File: config.mk
export PLATFORM = sky130hd
export DESIGN_NAME = rega_wrarb
export DESIGN_NICKNAME = d
export VERILOG_FILES = /design/src/rtl/pu_pkg.sv /design/src/rtl/rr_arb2.sv /design/src/rtl/rega_wrarb.sv
export SDC_FILE = /design/constraint.sdc
export NUM_CORES = 1
export LEC_CHECK = 0
export CAP_MARGIN = 5
export CELL_PAD_IN_SITES_DETAIL_PLACEMENT = 1
export CELL_PAD_IN_SITES_GLOBAL_PLACEMENT = 1
export CORE_UTILIZATION = 39
export CTS_CLUSTER_SIZE = 12
export DETAILED_ROUTE_END_ITERATION = 10
export PLACE_DENSITY_LB_ADDON = 0.1
export SLEW_MARGIN = 30
export SYNTH_ARGS = -nofsm -noshare
export SYNTH_HDL_FRONTEND = slang
export SYNTH_SLANG_ARGS = --single-unit
File: constraint.sdc
create_clock -name clk -period 2.4 [get_ports clk]
set_input_delay 0.48 -clock clk [delete_from_list [all_inputs] [get_ports clk]]
set_output_delay 0.48 -clock clk [all_outputs]
set_load 0.1 [all_outputs]
File: src/rtl/pu_pkg.sv
// Shared constants and types for the processor register-array write path.
package pu_pkg;
   localparam int WIDTH   = 15;
   localparam int RASB    = 1;
   localparam int NREG    = 4;
   localparam int REQ_ALU = 0;
   localparam int REQ_LD  = 1;

   typedef struct packed {
      logic [RASB:0]  ad;
      logic [WIDTH:0] d;
   } wreq_t;
endpackage

File: src/rtl/rr_arb2.sv
// Two-way round-robin arbiter; same-address conflicts go to the older slot
// so writes to one register keep their arrival order.
module rr_arb2
   import pu_pkg::*;
(
   input  logic [1:0] req,
   input  logic       same_ad,
   input  logic       pri,
   input  logic       old,
   output logic [1:0] gnt
);

   always_comb begin
      gnt = 2'b00;
      case (req)
         2'b01: gnt[REQ_ALU] = 1'b1;
         2'b10: gnt[REQ_LD]  = 1'b1;
         2'b11: begin
            if (same_ad ? old : pri) gnt[REQ_LD]  = 1'b1;
            else                     gnt[REQ_ALU] = 1'b1;
         end
         default: gnt = 2'b00;
      endcase
   end

endmodule

File: src/rtl/rega_wrarb.sv
// Write-port arbiter for the 2R/1W register array: two one-entry holding
// slots drain through a round-robin grant into registered we/wad/wd.
module rega_wrarb #(
   parameter int WIDTH = pu_pkg::WIDTH,
   parameter int RASB  = pu_pkg::RASB,
   parameter int NREG  = pu_pkg::NREG
) (
   input  logic             clk,
   input  logic             rst,
   input  logic             v0,
   output logic             rdy0,
   input  logic [RASB:0]    ad0,
   input  logic [WIDTH:0]   d0,
   input  logic             v1,
   output logic             rdy1,
   input  logic [RASB:0]    ad1,
   input  logic [WIDTH:0]   d1,
   output logic             we,
   output logic [RASB:0]    wad,
   output logic [WIDTH:0]   wd,
   output logic [NREG-1:0]  pend
);
   import pu_pkg::*;

   localparam int AW = RASB + 1;

   logic [1:0]      slot_v;
   logic [RASB:0]   slot_ad [2];
   logic [WIDTH:0]  slot_d  [2];
   logic            pri;
   logic            old;
   logic            old_nxt;
   logic [1:0]      gnt;
   logic [1:0]      rdy;
   logic [1:0]      vin;
   logic [1:0]      acc;
   logic [1:0]      nxt_v;
   logic [1:0]      kept;
   logic            gk;
   logic [RASB:0]   in_ad [2];
   logic [WIDTH:0]  in_d  [2];

   assign vin           = {v1, v0};
   assign in_ad[REQ_ALU] = ad0;
   assign in_ad[REQ_LD]  = ad1;
   assign in_d[REQ_ALU]  = d0;
   assign in_d[REQ_LD]   = d1;

   rr_arb2 u_arb (
      .req     (slot_v),
      .same_ad (slot_ad[0] == slot_ad[1]),
      .pri     (pri),
      .old     (old),
      .gnt     (gnt)
   );

   // A granted slot may refill on the edge it drains.
   assign rdy   = ~slot_v | gnt;
   assign rdy0  = rdy[REQ_ALU];
   assign rdy1  = rdy[REQ_LD];
   assign acc   = vin & rdy;
   assign kept  = slot_v & ~gnt;
   assign nxt_v = acc | kept;
   assign gk    = gnt[REQ_LD];

   // A slot held over from an earlier edge is older than a fresh fill; two
   // fills on the same edge count requester 0 as older.
   always_comb begin
      old_nxt = old;
      case (nxt_v)
         2'b01: old_nxt = 1'b0;
         2'b10: old_nxt = 1'b1;
         2'b11: old_nxt = kept[1] & ~kept[0];
         default: old_nxt = old;
      endcase
   end

   always_ff @(posedge clk or negedge rst) begin
      if (!rst) begin
         slot_v <= 2'b00;
         pri    <= 1'b0;
         old    <= 1'b0;
      end else begin
         slot_v <= nxt_v;
         old    <= old_nxt;
         if (|gnt) pri <= gnt[REQ_ALU];
      end
   end

   always_ff @(posedge clk) begin
      for (int i = 0; i < 2; i++) begin
         if (acc[i]) begin
            slot_ad[i] <= in_ad[i];
            slot_d[i]  <= in_d[i];
         end
      end
   end

   always_ff @(posedge clk or negedge rst) begin
      if (!rst) begin
         we  <= 1'b0;
         wad <= '0;
         wd  <= '0;
      end else begin
         we <= |gnt;
         if (|gnt) begin
            wad <= slot_ad[gk];
            wd  <= slot_d[gk];
         end
      end
   end

   always_comb begin
      pend = '0;
      for (int r = 0; r < NREG; r++) begin
         if ((slot_v[0] && slot_ad[0] == AW'(r)) ||
             (slot_v[1] && slot_ad[1] == AW'(r)) ||
             (we && wad == AW'(r)))
            pend[r] = 1'b1;
      end
   end

endmodule

# Yosys cells after proc, flatten, opt, wreduce, memory -nomap -nowiden
# Memories as Yosys holds them, arrays and structs flattened. A register that Yosys moved wholly into a read port is not among the register bits.
# Cells that the tools add are included.
# classes
eq_ne,16
n_mux,14
bitwise_logic,8
reduce_logical,27
# op_table
op,n
$eq A2 B2 Y1 const B,10
$logic_and A1 B1 Y1,12
$mux W1,11
$eq A2 B1 Y1 const B,5
$logic_or A1 B1 Y1,8
$logic_not A2 Y1,3
$and A2 B2 Y2,2
$not A2 Y2,2
$or A2 B2 Y2,2
$pmux W1 S2,2
$pmux W1 S3,1
$reduce_bool A3 Y1,1
$eq A2 B2 Y1,1
$logic_not A1 Y1,2
$reduce_or A2 Y1,1
$and A1 B1 Y1,1
$not A1 Y1,1
# word_totals
ff_bits,5
ramBits,36
input_bits,40
wordCells,71
n_memories,2
# memory_table
memory,words,word_bits,rd,rd_clocked_by_memory_dff,write_ports,line,rtl
slot_d,2,16,1,1,2,rega_wrarb.sv:29,logic [WIDTH:0] slot_d [2];
slot_ad,2,2,3,1,2,rega_wrarb.sv:28,logic [RASB:0] slot_ad [2];

# Logic depth before layout (Yosys ltp)
# logic_depth
word_depth,9
ltp_mapped,7

# Modules after synthesis
# Synthesis repeated with hierarchy kept, for this count alone.
# hier_totals
cells_unflattened,153
area_unflattened_um2,2252.2
# modules_own_cells
module,n_inst,cells_each,area_each_um2,seq_area_each_um2
rega_wrarb,1,149,2220.9,1656.6
rr_arb2,1,4,31.3,0.0

# Worst setup path before layout
# No wires, ideal clock.
# synth_path
path_type,reg-to-output
from,register slot_v[1]
to,output port pend[1]
arrival_time_ns,3.060
required_ns,1.920
slack_ns,-1.140
stages_incl_launch_ff,5
cell_sequence,dfrtp_1 -> clkbuf_1 -> buf_1 -> nand2_1 -> o21ai_0
# synth_between
elab_chain_len,4
# synth_rtl
item,line,rtl
"start, declared",rega_wrarb.sv:27,logic [1:0] slot_v;
"start signal, assigned",rega_wrarb.sv:84,slot_v <= nxt_v;
$logic_and A1 B1 Y1,rega_wrarb.sv:117,(slot_v[1] && slot_ad[1] == AW'(r)) ||
$logic_or A1 B1 Y1,rega_wrarb.sv:116,if ((slot_v[0] && slot_ad[0] == AW'(r)) ||
$logic_or A1 B1 Y1,rega_wrarb.sv:117,
$mux W1,rega_wrarb.sv:116,
"end, declared",rega_wrarb.sv:21,output logic [NREG-1:0] pend
# Every way passes these cells.

==> out/metrics.cfg <==
[die]
core-area_sq_um=6030
start_util=0.411
dieHeight_um=81.7
die_w_um=81.7
row_count=28
fp.dieArea_sq_um=6670
boundaryPins=65

[drt]
wl_per_cell_um=18.6
viasPerCell=5.41
drtIter0Drc=85
firstDrtPassIters=4
routed_wl_um=6020
drc_errors=0
vias=1747
ant_nets=0

[yosys]
yosysWarnings=0
synth_area_leaders=edfxtp_1 44%, dfrtp_1 23%, a211o_1 5.7%
synth.avg_cell_area_sq_um=14.7
ys_ff_latch=59
synthCells=169
syn-cell-area_sq_um=2480
yosysTopAreaCell=edfxtp_1
ys_seq_area_frac=0.669
synth_nets=209
synth_top_area_share=0.437
synth.distinct_cells=35

[grt]
first_global_vias=1860
grt_pass1_wl_um=9360
grt_overflow=0
antenna_found_initial=0
grt_use_total=0.196
grt_max_degree=24

[setup_path]
cpLargestDelayFamily=flip-flops
cp.required_ns=1.92
cp.buffers_inverters=1
crit_path_end_kind=output pin
worst_ep_arrival_time_ns=1.88
crit_path_max_fanout=4
cpPeakStageDelay_ns=0.43
crit_chain=xor2_1, nor2_2, mux2_2, nand3_1, buf_12
startpoint=slot_ad[0][0]
r2r_end=wad[0]
rrSetupSlack_ns=0.41
slowest_stage=edfxtp_1
crit_type=register to output pin
cp-endpoint=rdy0
reg2reg_depth=6
startpoint_type=register
r2r-start=slot_ad[0][0]
path_depth=5

[timing]
timing.slew.headroom=0.656
tightest_slew_ns=0.516
layout_worst_path_cycle_share=0.984
clock_skew_ns=0.00961
fmax_ghz=0.424
maxSlewViolCount=0
finalSetupViolCount=0
hold_viol=0
period_needed_ns=2.36
rsz0062_at_grt=true
fin_hold_ws_ns=0.512

[clock_tree]
ctsHtreeMaxLevel=3
cts_buffers=9
cts_tree=yes
clk_pin_slew_worst_paths_ns=0.06
cts.sinks=59
insertion_delay_ns=0.32
clock_path_buffers=2
cts_root_buf=clkbuf_8

[cells_and_area]
finalNetCount=283
utilization=0.566
fin_area_sq_um=3410
register_area_sq_um=1660
multiInputGateArea_sq_um=736
num_antenna_cells=0
drive_gt1_frac=0.254
fill_cells=595
area_delta_synth_final_pct=37.6
final_common_cell=clkdlybuf4s50_1
layout_common_cells=39 x clkdlybuf4s50_1, 36 x edfxtp_1, 30 x buf_4
final_cell_count_no_fill=323

[place]
dpl.hpwl_um=4080
io_buffers=64
gp_congestion=0.883
place_area_sq_um=3200
place_inst=303

[status]
status=finished, final reports clean

[min_path]
min_path_type=register to register

[job]
cap_violations=0

-- kinds of logic (layout without fill, tap and decap cells) --
family                 Yosys count  in the layout  synth area share
AO/OA/AOI/OAI                   49             49             0.178
XOR/XNOR                         4              4            0.0142
buffers and inverters           16             95            0.0379
flip-flops                      59             59             0.669
multiplexers                     2              2           0.00859
AND/OR/NAND/NOR                 39             39            0.0920
-- worst min path at each step --
stage | from | end | slack [ns] | depth (start not counted)
global route | slot_d[1][11] | wd[11] | 0.53 | 1
floorplan | rst | old | 0.18 | 0
global placement | slot_d[1][0] | wd[0] | 0.50 | 1
finish | slot_d[1][11] | wd[11] | 0.51 | 1
CTS | slot_d[1][11] | wd[11] | 0.52 | 1
detailed placement | slot_d[1][13] | wd[13] | 0.51 | 1
-- sequential cells by signal, summed over array words and instances, names as in the netlist --
register / flops
we: 1
slot_v: 2
pri: 1
slot_d: 32
old: 1
wad: 2
wd: 16
slot_ad: 4
-- per-stage QoR --
stage	worst slack [ns]	setup TNS, ns
floorplan	-0.318	-0.583
global placement	0.301	0
detailed placement	0.242	0
CTS	0.0533	0
global route	-0.0338	-0.0605
finish	0.0394	0
-- per-layer routing --
layer / track usage / routed length [um] / vias up
li1: - / - / 806
met1: 0.244 / 2550 / 872
met2: 0.325 / 3050 / 59
met3: 0.0511 / 332 / 10
met4: 0.0754 / 81 / 0
met5: 0 / 0 / -
-- repair_timing --
action | in CTS | in global routing
buffers inserted | 3 | 1
resized for setup | 1 | 0
setup endpoints to repair | 2 | 2
pin swaps | 0 | 1
hold buffers | 0 | 0
-- area by class of cell --
type | count | area share
sequential | 59 | 0.486
multi-input combinational | 94 | 0.216
timing repair buffer | 75 | 0.216
clock buffer | 13 | 0.0466
tap | 75 | 0.0275
inverter | 4 | 0.00441
clock inverter | 3 | 0.00367
-- cell usage after synthesis (all sizes together) --
master / instances
xnor2: 2
o22ai: 1
o21a: 2
o221a: 17
or3: 1
o21bai: 2
buf: 9
a31oi: 1
inv: 4
and2: 1
nor3b: 2
xor2: 2
nor2b: 17
a311o: 1
a211o: 16
nor2: 3
edfxtp: 36
mux2: 1
dfrtp: 23
o211ai: 2
o221ai: 1
mux2i: 1
nand2: 7
o22a: 1
nand3: 5
nand4: 1
and3b: 1
o21ai: 5
nand4b: 1
clkbuf: 3
Power is not shown: default switching activity piles up to over one toggle a cycle in this logic, so the estimate is an artifact.
